`config.mk`:
```
export PLATFORM = sky130hd
export DESIGN_NAME = led_green_fader
export DESIGN_NICKNAME = d
export VERILOG_FILES = /design/src/rtl/led_green_fader.sv
export SDC_FILE = /design/constraint.sdc
export NUM_CORES = 1
export LEC_CHECK = 0
export ABC_AREA = 1
export CORE_ASPECT_RATIO = 0.75
export CORE_UTILIZATION = 63
export DETAILED_ROUTE_END_ITERATION = 10
export HOLD_SLACK_MARGIN = 0.06
export PLACE_DENSITY = 0.83
export SETUP_SLACK_MARGIN = 0.3
export SYNTH_ARGS = -nofsm -noshare
export SYNTH_HDL_FRONTEND = slang
export SYNTH_SLANG_ARGS = --single-unit
```
`constraint.sdc`:
```
create_clock -name clk -period 3.57 [get_ports clk]
set_input_delay 1.071 -clock clk [delete_from_list [all_inputs] [get_ports clk]]
set_output_delay 1.071 -clock clk [all_outputs]
set_load 0.02 [all_outputs]
```
`src/rtl/led_green_fader.sv`:
```
// led_green_fader: per-LED PWM fader for the nine green board LEDs.
// Each LED owns an 8-bit duty that ramps toward 0 or 255 by FADE_STEP once
// per 256-step PWM period, or jumps straight to its target in bypass mode.
module led_green_fader #(
  parameter int unsigned PRESCALE  = 195,
  parameter int unsigned FADE_STEP = 16
) (
  input  logic       clk,
  input  logic       reset,
  input  logic [8:0] led_in,
  input  logic       bypass,
  output logic [8:0] ledg,
  output logic       settled
);

  localparam int unsigned N_LED  = 9;
  localparam int unsigned PRE_W  = 16;
  localparam int unsigned DUTY_W = 8;

  localparam logic [PRE_W-1:0]  PRE_LAST = PRE_W'(PRESCALE - 1);
  localparam logic [DUTY_W:0]   STEP     = (DUTY_W + 1)'(FADE_STEP);
  localparam logic [DUTY_W-1:0] DUTY_MAX = '1;
  localparam logic [DUTY_W-1:0] DUTY_MIN = '0;
  localparam logic [DUTY_W-1:0] PWM_LAST = '1;

  logic [N_LED-1:0]             led_q;
  logic [PRE_W-1:0]             pre_cnt;
  logic [DUTY_W-1:0]            pwm_cnt;
  logic [N_LED-1:0][DUTY_W-1:0] duty;

  logic                         tick_c;
  logic                         period_end_c;
  logic [N_LED-1:0][DUTY_W-1:0] duty_next_c;
  logic [N_LED-1:0]             ledg_next_c;
  logic [N_LED-1:0]             match_c;

  // Prescaler terminal count marks one PWM step; a full PWM wrap ends a period.
  assign tick_c       = (pre_cnt == PRE_LAST);
  assign period_end_c = tick_c && (pwm_cnt == PWM_LAST);

  // Capture the PIO pattern once so every LED sees the same sampled target.
  always_ff @(posedge clk or posedge reset) begin
    if (reset) begin
      led_q <= '0;
    end else begin
      led_q <= led_in;
    end
  end

  // Prescaler: counts 0..PRESCALE-1; with PRESCALE=1 it sits at 0 and ticks every cycle.
  always_ff @(posedge clk or posedge reset) begin
    if (reset) begin
      pre_cnt <= '0;
    end else if (tick_c) begin
      pre_cnt <= '0;
    end else begin
      pre_cnt <= pre_cnt + PRE_W'(1);
    end
  end

  // PWM phase counter, free-running 0..255 and advancing once per tick.
  always_ff @(posedge clk or posedge reset) begin
    if (reset) begin
      pwm_cnt <= '0;
    end else if (tick_c) begin
      pwm_cnt <= pwm_cnt + DUTY_W'(1);
    end
  end

  // Per-LED channel: saturating step, next duty, PWM compare and settle match.
  for (genvar g = 0; g < N_LED; g++) begin : g_ch
    logic [DUTY_W:0]   sum_c;
    logic [DUTY_W:0]   diff_c;
    logic [DUTY_W-1:0] up_c;
    logic [DUTY_W-1:0] dn_c;
    logic [DUTY_W-1:0] target_c;

    // 9-bit arithmetic: bit 8 flags overflow on the way up and borrow on the way down.
    assign sum_c    = {1'b0, duty[g]} + STEP;
    assign diff_c   = {1'b0, duty[g]} - STEP;
    assign up_c     = sum_c[DUTY_W]  ? DUTY_MAX : sum_c[DUTY_W-1:0];
    assign dn_c     = diff_c[DUTY_W] ? DUTY_MIN : diff_c[DUTY_W-1:0];
    assign target_c = led_q[g] ? DUTY_MAX : DUTY_MIN;

    // Bypass wins over fading; otherwise duties only move at a period boundary.
    always_comb begin
      duty_next_c[g] = duty[g];
      if (bypass) begin
        duty_next_c[g] = target_c;
      end else if (period_end_c) begin
        duty_next_c[g] = led_q[g] ? up_c : dn_c;
      end
    end

    // Full duty forces a solid 1 so the LED never blinks at the pwm_cnt=255 step.
    assign ledg_next_c[g] = (duty[g] == DUTY_MAX) || (pwm_cnt < duty[g]);
    assign match_c[g]     = (duty[g] == target_c);
  end

  // Duty storage for all nine channels.
  always_ff @(posedge clk or posedge reset) begin
    if (reset) begin
      duty <= '0;
    end else begin
      duty <= duty_next_c;
    end
  end

  // Registered outputs, derived from the duties before this cycle's update.
  always_ff @(posedge clk or posedge reset) begin
    if (reset) begin
      ledg    <= '0;
      settled <= 1'b1;
    end else begin
      ledg    <= ledg_next_c;
      settled <= &match_c;
    end
  end

endmodule

```
==> impl_summary.log, run 1 <==
[metrics] input/output buffers: 21
[metrics] number of resized instances in the post-cts repair step: 0
[metrics] starting utilization of the core area: 66.28%
[metrics] Worst-Skew Late Latency: 0.35 ns
[metrics] number of buffers on the longest clock path: 2
[metrics] leading cell type by number of instances after synthesis: sky130_fd_sc_hd__nand2_1
[metrics] library cell with the largest summed area after synthesis: sky130_fd_sc_hd__dfrtp_1
[metrics] number of maximum-capacitance constraint violations: 0
[metrics] mean cell area of the mapped netlist: 7.028 um2
[metrics] I/O pin count: 22
[metrics] area share of the largest cell type after synthesis: 31.19%
[metrics] per-cell via count in the routed design: 5.592
[metrics] Post-Route Setup TNS: 0 ns
[metrics] cells along the critical path: clkdlybuf4s50_1
[metrics] via count of the first global-routing pass: 5738
[metrics] Placeable Area: 10530 um2
[metrics] minimum clock period after layout: 2.520 ns
[metrics] endpoint type of the worst setup path: output port
[metrics] count of flip-flops with a built-in enable after synthesis: 0
[metrics] number of buffers and inverters on the critical path: 1
[metrics] critical-path cell with the highest stage delay: sky130_fd_sc_hd__clkdlybuf4s50_1
[metrics] antenna violations before repair: 0
[metrics] top cells by instance count after synthesis: 310 x sky130_fd_sc_hd__nand2_1, 114 x sky130_fd_sc_hd__inv_1, 92 x sky130_fd_sc_hd__nand3_1, 87 x sky130_fd_sc_hd__dfrtp_1, 86 x sky130_fd_sc_hd__nor2_1
[metrics] DRC viols: 0
[metrics] area of the die: ~12000 um2
[metrics] flop and latch count out of synthesis: 88
[metrics] worst hold-check path type: flop to flop
[metrics] number of buffers added by the clock tree synthesis step: 9
[metrics] Crit path largest cell delay: 0.59 ns
[metrics] category of cells accounting for the largest share of critical-path delay: buffers and inverters
[metrics] Post-Syn Area: 6979 um2
[metrics] peak clock frequency supported by timing: ~400 MHz
[metrics] Placer Congestion: 0.9170
[metrics] routed wirelength normalized by instance count: 13.70 um
[metrics] data required time of the worst path: 2.50 ns
[metrics] most instantiated flip-flop cell in the synthesis netlist: sky130_fd_sc_hd__dfrtp_1
[metrics] final worst path period share: 70.60%
[metrics] Post-Route Skew: 0.006540 ns
[metrics] post-detailed-routing wire length: 15700 um
[metrics] Die W: 123.5 um
[metrics] Cell variety after synth: 31
[metrics] CTS root buf: sky130_fd_sc_hd__clkbuf_16
[metrics] final hold violation count: 0
[metrics] Max Fanout on Critical Path: 1
[metrics] via count: 6409
[metrics] height of the chip: just over 90 um
[metrics] post-route worst hold slack: 0.4708 ns
[metrics] Pwr per Cell Area: between 300 and 400 nW/um2
[metrics] maximum vdd drop: about 0.33 mV
[metrics] status: complete, no violations
[metrics] drt first-iter violations: 603
[metrics] total routing resource utilization after global routing: 29.43%
[metrics] Final setup viols: 0
[metrics] Filler Cells Inserted: between 800 and 900
[metrics] ant diodes: 0
[metrics] Seq/Total Area, Yosys: 31.57%
[metrics] Syn Inst Count: a little under 1000
[metrics] clock tree from TritonCTS: done
[metrics] First-pass DRT Iterations: 6
[metrics] number of pins with negative max-slew slack in the final report: 0
[metrics] worst max-slew margin expressed relative to the limit: 56.18%
[metrics] cells taking the most area after synthesis: sky130_fd_sc_hd__dfrtp_1 31%, sky130_fd_sc_hd__nand2_1 17%, sky130_fd_sc_hd__ha_1 15%
[metrics] Crit Path Class: flop to output port
[metrics] element type at the critical path start: flop
[metrics] synthesis-to-layout area growth: 8.928%
[metrics] setup repair after global routing missed its margin: false
[metrics] ANT nets after route: 0
[metrics] Synth Warn #: 0
[metrics] worst-margin pin slew: 0.6573 ns
[metrics] clock slew at reported path FFs: 0.06 ns
[metrics] largest net degree at the start of global routing: 40
[metrics] number of buffers inserted for hold repair after clock tree synthesis: 0
[metrics] leakage power: 4.020 nW
[metrics] final net count: 1101
[metrics] grt total ovfl: 0
[metrics] estimated wirelength of the detail-placed design: about 11000 um
[metrics] CTS H-tree depth: 3
[metrics] clk sink count: 88
[metrics] ratio of cells with drive above 1 in the final layout: 3.168%
[metrics] row cnt: 32
[metrics] post-synthesis net count: 1089
[metrics] post-CTS setup repair buffer count: 0
[metrics] CP arrival: 1.45 ns
[metrics] first-pass GRT wire length: 26690 um
[metrics] Async SR Flop Fraction: 100.0%
[power by group]
part	internal, mW	switching [mW]
Combinational	0.305	0.509
Clock	0.600	0.400
Sequential	1.09	0.132
[worst paths after layout]
check,startpoint,endpoint,slack (ns),cells after the start
max,settled,settled,1.05,1
min,pre_cnt[15],pre_cnt[15],0.47,1
min reg2reg,pre_cnt[15],pre_cnt[15],0.47,1
max reg2reg,pwm_cnt[6],duty[60],1.14,7
min in group asynchronous,reset,pre_cnt[10],1.07,2
max in group asynchronous,reset,settled,1.86,3
[kinds of logic (layout without fill, tap and decap cells)]
family	after synthesis	in the layout	synth area share, %
xor gates and xnor gates	32	32	4.016
and+or+nand+nor	522	522	31.01
adders and majority gates	84	84	15.06
buffers and inverters	144	161	8.534
AOI/OAI and AO/OA	123	123	9.806
DFF	88	88	31.57
[layout by cell type, fill, tap and decap left out, types with 3 or more instances in the layout]
cell type,Yosys,routed
sky130_fd_sc_hd__nand2_1,310,310
sky130_fd_sc_hd__inv_1,114,113
sky130_fd_sc_hd__nand3_1,92,92
sky130_fd_sc_hd__dfrtp_1,87,87
sky130_fd_sc_hd__nor2_1,86,86
sky130_fd_sc_hd__ha_1,84,84
sky130_fd_sc_hd__o21ai_0,60,60
sky130_fd_sc_hd__a21oi_1,35,35
sky130_fd_sc_hd__clkdlybuf4s50_1,0,21
sky130_fd_sc_hd__xor2_1,20,20
sky130_fd_sc_hd__nand4_1,19,19
sky130_fd_sc_hd__o211ai_1,13,13
sky130_fd_sc_hd__xnor2_1,12,12
sky130_fd_sc_hd__a211oi_1,9,9
sky130_fd_sc_hd__clkbuf_16,0,9
sky130_fd_sc_hd__buf_4,0,5
sky130_fd_sc_hd__nor3_1,4,4
sky130_fd_sc_hd__nand3b_1,3,3
sky130_fd_sc_hd__o31ai_1,3,3
sky130_fd_sc_hd__clkbuf_8,0,3
[routing by layer]
| metal | part of all wire [%] | GRT usage, % | vias up |
|---|---|---|---|
| li1 | - | - | 3264 |
| met1 | 50 | 43.03 | 2891 |
| met2 | 42 | 44.32 | 220 |
| met3 | 6.8 | 5.732 | 34 |
| met4 | 1.7 | 7.329 | 0 |
| met5 | 0 | 0 | - |
[layout make-up]
| class | count | area [um2] | area share [%] |
|---|---|---|---|
| multi-input cells | 761 | 4180 | 54.99 |
| flip-flops and latches | 88 | 2203 | 28.98 |
| inverters | 117 | 442.9 | 5.826 |
| repair buffers | 28 | 287.8 | 3.785 |
| clock buffers | 12 | 266.5 | 3.506 |
| well taps | 136 | 170.2 | 2.238 |
| clock inverters | 4 | 51.30 | 0.6748 |
[per-stage QoR]
step | util, % | setup WS (ns) | cell area (um2) | std cells | power, mW
finish | 72.20 | 1.050 | 7602 | 1146 | 3.036
global route | 72.20 | 0.9454 | 7602 | 1146 | 3.233
CTS | 72.20 | 1.033 | 7602 | 1146 | 3.048
detailed placement | 69.18 | 0.8226 | 7284 | 1130 | 2.029
global placement | 69.18 | 0.8138 | 7284 | 1130 | 2.007
floorplan | - | 1.478 | 6983 | 993 | 1.842
[registers in the layout (all words and copies together) (netlist names)]
| name | flops |
|---|---|
| pre_cnt | 16 |
| led_q | 9 |
| settled | 1 |
| duty | 45 |
| pwm_cnt | 8 |
| ledg | 9 |
Power figures use the tool's default switching activity.
==> run 2: changes to the inputs <==
Clock period 3.57 ns to 2.47 ns, I/O delays scaled along.
==> run 2 against run 1 <==
Against the previous run:
- clock-buffer cell count is 2 lower
- largest power group unchanged
- non-clock buffer count rose by 8
- hold slack lost 0.0011 ns
- die area unchanged
- cell count increased by 0.61%
- sequential power rose by 45%
- core utilization fell by 0.071 points
- worst setup slack lost 0.59 ns
==> impl_summary.log, run 2 (synthesized netlist as in run 1, its figures left out) <==
[metrics] Crit Path Class: flop to output port (unchanged)
[metrics] synthesis-to-layout area growth: 8.820% (was 8.928%)
[metrics] DRC viols: 0 (unchanged)
[metrics] final worst path period share: 81.51%
[metrics] total routing resource utilization after global routing: 29.62% (was 29.43%)
[metrics] FF/Latch Area: 2203 um2 (unchanged)
[metrics] via count of the first global-routing pass: 5774 (was 5738)
[metrics] area of the die: 11510 um2 (unchanged)
[metrics] ant diodes: 0 (unchanged)
[metrics] final hold violation count: 0 (unchanged)
[metrics] multi-input combinational cell area: 4180 um2 (unchanged)
[metrics] row cnt: 32 (unchanged)
[metrics] CTS root buf: sky130_fd_sc_hd__clkbuf_16 (unchanged)
[metrics] First-pass DRT Iterations: 6 (unchanged)
[metrics] maximum vdd drop: 0.3475 mV (was 0.3310 mV)
[metrics] Crit path largest cell delay: 0.60 ns (was 0.59 ns)
[metrics] Pwr per Cell Area: 552.4 nW/um2 (was 399.4 nW/um2)
[metrics] element type at the critical path start: flop (unchanged)
[metrics] status: complete, no violations (unchanged)
[metrics] number of placed instances, taps included: 1138 (was 1130)
[metrics] clock tree from TritonCTS: done (unchanged)
[metrics] ANT nets after route: 0 (unchanged)
[metrics] estimated wirelength of the detail-placed design: 11470 um (was 11180 um)
[metrics] Filler Cells Inserted: 852 (was 890)
[metrics] Post-Route Skew: 0.007119 ns (was 0.006540 ns)
[metrics] antenna violations before repair: 0 (unchanged)
[metrics] worst-margin pin slew: 0.5552 ns (was 0.6573 ns)
[metrics] clock slew at reported path FFs: 0.07 ns (was 0.06 ns)
[metrics] post-CTS setup repair buffer count: 0 (unchanged)
[metrics] per-cell via count in the routed design: 5.521 (was 5.592)
[metrics] number of buffers added by the clock tree synthesis step: 9 (unchanged)
[metrics] Max Fanout on Critical Path: 1 (unchanged)
[metrics] grt total ovfl: 0 (unchanged)
[metrics] number of pins with negative max-slew slack in the final report: 0 (unchanged)
[metrics] number of flip-flops under the largest register name: 45 (unchanged)
[metrics] top flop regs: duty x45, pre_cnt x16 (unchanged)
[metrics] worst hold-check path type: flop to flop (unchanged)
[metrics] starting utilization of the core area: 66.28% (unchanged)
[metrics] CTS H-tree depth: 3 (unchanged)
[metrics] Placeable Area: 10530 um2 (unchanged)
[metrics] final net count: 1109 (was 1101)
[metrics] peak clock frequency supported by timing: 496.7 MHz
[metrics] Placer Congestion: 0.9422 (was 0.9170)
[metrics] post-detailed-routing wire length: 15760 um (was 15700 um)
[metrics] data required time of the worst path: 1.73 ns (was 2.50 ns)
[metrics] largest net degree at the start of global routing: 89 (was 40)
[metrics] category of cells accounting for the largest share of critical-path delay: buffers and inverters (unchanged)
[metrics] endpoint type of the worst setup path: output port (unchanged)
[metrics] CP arrival: 1.27 ns (was 1.45 ns)
[metrics] most frequent cells in the layout: 310 x sky130_fd_sc_hd__nand2_1, 113 x sky130_fd_sc_hd__inv_1, 92 x sky130_fd_sc_hd__nand3_1 (unchanged)
[metrics] setup repair after global routing missed its margin: false (unchanged)
[metrics] Final setup viols: 0 (unchanged)
[metrics] critical-path cell with the highest stage delay: sky130_fd_sc_hd__clkdlybuf4s50_1 (unchanged)
[metrics] Die W: 123.5 um (unchanged)
[metrics] number of buffers and inverters on the critical path: 1 (unchanged)
[metrics] Post-Route Setup TNS: 0 ns (unchanged)
[metrics] cells along the critical path: clkdlybuf4s50_1 (unchanged)
[metrics] drt first-iter violations: 517 (was 603)
[metrics] number of maximum-capacitance constraint violations: 0 (unchanged)
[metrics] I/O pin count: 22 (unchanged)
[metrics] first-pass GRT wire length: 26900 um (was 26690 um)
[metrics] Worst-Skew Late Latency: 0.34 ns (was 0.35 ns)
[metrics] height of the chip: 93.15 um (unchanged)
[metrics] worst max-slew margin expressed relative to the limit: 62.99% (was 56.18%)
[metrics] input/output buffers: 21 (unchanged)
[metrics] register with the most flip-flops: duty (unchanged)
[metrics] leakage power: 4.035 nW (was 4.020 nW)
[metrics] minimum clock period after layout: 2.013 ns
[metrics] clk sink count: 88 (unchanged)
[metrics] number of buffers on the longest clock path: 2 (unchanged)
[metrics] most common cell after layout, fill and taps aside: sky130_fd_sc_hd__nand2_1 (unchanged)
[metrics] ratio of cells with drive above 1 in the final layout: 3.736% (was 3.168%)
[metrics] via count: 6366 (was 6409)
[metrics] routed wirelength normalized by instance count: 13.66 um (was 13.70 um)
[metrics] post-layout instance count excluding filler cells: 1153 (was 1146)
==> run 2: cell count changes in the layout (fill, tap and decap cells not counted) <==
cell                              previous run  this run
sky130_fd_sc_hd__bufinv_16                   1         0
sky130_fd_sc_hd__clkinv_2                    1         2
sky130_fd_sc_hd__buf_12                      2         1
sky130_fd_sc_hd__clkinv_4                    1         2
sky130_fd_sc_hd__clkdlybuf4s50_1            21        20
sky130_fd_sc_hd__clkbuf_8                    3         0
sky130_fd_sc_hd__buf_4                       5        14
sky130_fd_sc_hd__dlygate4sd2_1               0         1
sky130_fd_sc_hd__clkbuf_1                    0         1
==> run 2: path summary, 6_finish.rpt <==
check / start / to / slack [ns] / depth (start not counted)
setup / recovery: ledg[1] / ledg[1] / 0.46 / 1
hold / removal: duty[58] / duty[58] / 0.47 / 2
setup reg to reg: pwm_cnt[0] / duty[66] / 0.49 / 9
hold reg to reg: duty[58] / duty[58] / 0.47 / 2
max in group asynchronous: reset / ledg[7] / 1.21 / 3
min in group asynchronous: reset / pre_cnt[9] / 0.87 / 3
==> run 2: repair_timing <==
item / CTS / global route
resized for setup: 1 / 0
hold buffers: 0 / 0
setup endpoints to repair: 1 / 0
==> run 2: cell type report <==
type / instances / area share, %
clock buffer: 10 / 3.015
clock inverter: 5 / 0.4613
inverter: 117 / 5.832
multi-input combinational: 761 / 55.04
sequential: 88 / 29.01
tap: 136 / 2.241
timing repair buffer: 36 / 4.399
==> run 2: per-stage QoR <==
step           setup WS (ns)  hold WS (ns)  power (mW)  utilization (%)  area [um2]
6_report              0.4568        0.4697       4.195            72.12        7595
5_1_grt               0.3229        0.4811       4.480            72.12        7595
4_1_cts               0.4401        0.4754       4.206            72.12        7595
3_5_place_dp          0.3139        0.4585       2.936            69.63        7332
3_3_place_gp          0.3090        0.4551       2.910            69.63        7332
2_1_floorplan         0.7081        0.4412       2.662                -        6983
==> run 2: power breakdown <==
| group | internal (mW) | leakage (nW) | switching, mW |
|---|---|---|---|
| logic | 0.441 | 2.83 | 0.728 |
| clock network | 0.677 | 0.128 | 0.584 |
| registers | 1.58 | 1.07 | 0.188 |
==> run 2: worst min-delay path, stage by stage, from the launching register on <==
cell	delay, ns
sky130_fd_sc_hd__dfrtp_1	0.34
sky130_fd_sc_hd__nand2_1	0.05
sky130_fd_sc_hd__nand2_1	0.04
==> run 2: per-layer routing <==
layer  part of all wire [%]  global-route usage [%]  routed length (um)
met5                      0                       0                   0
met4                    1.2                   7.430                 188
met3                    5.8                   4.451                 921
met2                     43                   46.37                6853
met1                     49                   42.64                7791
==> run 3: changes to the inputs <==
Clock period 2.47 ns to 2 ns, I/O delays scaled along.
==> run 3 against run 2 <==
Against the previous run:
- clock skew decreased by 0.0031 ns
- worst setup slack got worse by 0.10 ns
- via count increased by 3.6%
- critical path type is now flop to flop
- clock power increased by 33%
- hold slack improved by 0.0054 ns
- global-route usage increased by 1.9 points
==> impl_summary.log, run 3 (synthesized netlist as in run 1, its figures left out) <==
[metrics] worst hold-check path type: flop to flop (unchanged)
[metrics] row cnt: 32 (unchanged)
[metrics] post-detailed-routing wire length: 17000 um (was 15760 um)
[metrics] largest net degree at the start of global routing: 34 (was 89)
[metrics] estimated wirelength of the detail-placed design: 11970 um (was 11470 um)
[metrics] total routing resource utilization after global routing: 31.56% (was 29.62%)
[metrics] Global Route met3 Usage: 6.280% (was 4.451%)
[metrics] worst max-slew margin expressed relative to the limit: 76.21% (was 62.99%)
[metrics] Placeable Area: 10530 um2 (unchanged)
[metrics] multi-input combinational cell area: 4239 um2 (was 4180 um2)
[metrics] element type at the critical path start: flop (unchanged)
[metrics] height of the chip: 93.15 um (unchanged)
[metrics] grt total ovfl: 0 (unchanged)
[metrics] First-pass DRT Iterations: 5 (was 6)
[metrics] first-pass GRT wire length: 28470 um (was 26900 um)
[metrics] worst-margin pin slew: 0.3569 ns (was 0.5552 ns)
[metrics] ratio of cells with drive above 1 in the final layout: 6.196% (was 3.736%)
[metrics] Crit path largest cell delay: 0.41 ns (was 0.60 ns)
[metrics] Placer Congestion: 0.9006 (was 0.9422)
[metrics] critical-path cell with the highest stage delay: sky130_fd_sc_hd__dfrtp_1 (was sky130_fd_sc_hd__clkdlybuf4s50_1)
[metrics] I/O pin count: 22 (unchanged)
[metrics] area of the die: 11510 um2 (unchanged)
[metrics] number of pins with negative max-slew slack in the final report: 0 (unchanged)
[metrics] CP arrival: 1.87 ns (was 1.27 ns)
[metrics] via count: 6595 (was 6366)
[metrics] top flop regs: duty x45, pre_cnt x16 (unchanged)
[metrics] final net count: 1125 (was 1109)
[metrics] number of buffers on the longest clock path: 2 (unchanged)
[metrics] input/output buffers: 21 (unchanged)
[metrics] per-cell via count in the routed design: 5.642 (was 5.521)
[metrics] Die W: 123.5 um (unchanged)
[metrics] starting utilization of the core area: 66.28% (unchanged)
[metrics] number of flip-flops under the largest register name: 45 (unchanged)
[metrics] maximum vdd drop: 0.5053 mV (was 0.3475 mV)
[metrics] via count of the first global-routing pass: 6054 (was 5774)
[metrics] final hold violation count: 0 (unchanged)
[metrics] number of buffers inserted for hold repair after clock tree synthesis: 0 (unchanged)
[metrics] clock slew at reported path FFs: 0.06 ns (was 0.07 ns)
[metrics] Post-Route Setup TNS: 0 ns (unchanged)
[metrics] category of cells accounting for the largest share of critical-path delay: simple AND/OR/NAND/NOR gates (was buffers and inverters)
[metrics] DRC viols: 0 (unchanged)
[metrics] clock tree from TritonCTS: done (unchanged)
[metrics] Final setup viols: 0 (unchanged)
[metrics] final worst path period share: 82.18%
[metrics] synthesis-to-layout area growth: 12.73% (was 8.820%)
[metrics] Crit Path Class: flop to flop (was flop to output port)
[metrics] met1 GRT Util: 44.72% (was 42.64%)
[metrics] most common cell after layout, fill and taps aside: sky130_fd_sc_hd__nand2_1 (unchanged)
[metrics] drt first-iter violations: 775 (was 517)
[metrics] Filler Cells Inserted: 812 (was 852)
[metrics] register with the most flip-flops: duty (unchanged)
[metrics] ant diodes: 0 (unchanged)
[metrics] CTS root buf: sky130_fd_sc_hd__clkbuf_16 (unchanged)
[metrics] number of buffers and inverters on the critical path: 3 (was 1)
[metrics] most frequent cells in the layout: 310 x sky130_fd_sc_hd__nand2_1, 113 x sky130_fd_sc_hd__inv_1, 91 x sky130_fd_sc_hd__nand3_1 (was 310 x sky130_fd_sc_hd__nand2_1, 113 x sky130_fd_sc_hd__inv_1, 92 x sky130_fd_sc_hd__nand3_1)
[metrics] leakage power: 4.139 nW (was 4.035 nW)
[metrics] Pwr per Cell Area: 682.1 nW/um2 (was 552.4 nW/um2)
[metrics] Worst-Skew Late Latency: 0.35 ns (was 0.34 ns)
[metrics] ANT nets after route: 0 (unchanged)
[metrics] gr busiest metal: met2 (unchanged)
[metrics] cells along the critical path: inv_1, ha_2, nand3_2, nor2_4, nand3_4, nand2_8, inv_2, buf_4, nand2_1, nand3_1 (was clkdlybuf4s50_1)
[metrics] CTS H-tree depth: 3 (unchanged)
[metrics] routed wirelength normalized by instance count: 14.54 um (was 13.66 um)
[metrics] Max Fanout on Critical Path: 8 (was 1)
[metrics] number of buffers added by the clock tree synthesis step: 9 (unchanged)
[metrics] antenna violations before repair: 0 (unchanged)
[metrics] clk sink count: 88 (unchanged)
[metrics] FF/Latch Area: 2206 um2 (was 2203 um2)
[metrics] power after layout: 5.366 mW (was 4.195 mW)
[metrics] Post-Route Skew: 0.003971 ns (was 0.007119 ns)
[metrics] peak clock frequency supported by timing: between 600 and 700 MHz
[metrics] met2 Track Usage GR: 49.67% (was 46.37%)
[metrics] endpoint type of the worst setup path: flop (was output port)
[metrics] setup repair after global routing missed its margin: true (was false)
[metrics] status: complete, no violations (unchanged)
[metrics] minimum clock period after layout: between 1.5 and 2 ns
[metrics] data required time of the worst path: 2.22 ns (was 1.73 ns)
[metrics] number of maximum-capacitance constraint violations: 0 (unchanged)
## run 3: layout make-up
type / count / share of cell area (%)
clock buffers: 10 / 2.910
clock inverters: 5 / 0.7475
inverters: 117 / 5.662
multi-input cells: 761 / 53.88
flip-flops and latches: 88 / 28.04
well taps: 136 / 2.163
repair buffers: 52 / 6.600
## run 3: final timing paths
kind / startpoint / to / slack (ns) / cells past startpoint
setup / recovery: pre_cnt[0] / duty[68] / 0.36 / 10
hold / removal: duty[58] / duty[58] / 0.48 / 2
setup reg to reg: pre_cnt[0] / duty[68] / 0.36 / 10
hold reg to reg: duty[58] / duty[58] / 0.48 / 2
max in group asynchronous: reset / settled / 0.90 / 3
min in group asynchronous: reset / pre_cnt[6] / 0.58 / 2
## run 3: what timing repair did
item	in CTS	in global routing
endpoints found under the setup margin	48	51
buffers inserted	2	2
cloned	1	0
pin swaps	1	2
resized for setup	13	21
## run 3: tightest hold or removal path, cell delays in order, from the launching register on
cell,delay [ns]
sky130_fd_sc_hd__dfrtp_1,0.34
sky130_fd_sc_hd__nand2_1,0.06
sky130_fd_sc_hd__nand2_1,0.05
## run 3: layer usage
metal / up-vias / share of wire (%)
li1: 3307 / -
met1: 3003 / 47
met2: 258 / 45
met3: 27 / 7.6
met4: 0 / 1.2
met5: - / 0
## run 3: where the power goes
group	switching [mW]	leakage, nW	internal [mW]
Sequential	0.237	1.07	1.95
Clock	0.722	0.135	0.962
Combinational	0.933	2.93	0.564
## run 3: metrics by stage
stage	cells	hold slack [ns]	utilization, %	setup WS (ns)	cell area, um2
6_report	1169	0.4751	74.71	0.3564	7868
5_1_grt	1169	0.5172	74.71	0.2413	7868
4_1_cts	1167	0.4754	74.06	0.2125	7799
3_5_place_dp	1149	0.4607	70.89	0.04771	7465
3_3_place_gp	1149	0.4554	70.89	0.08929	7465
2_1_floorplan	993	0.4412	-	0.3770	6983
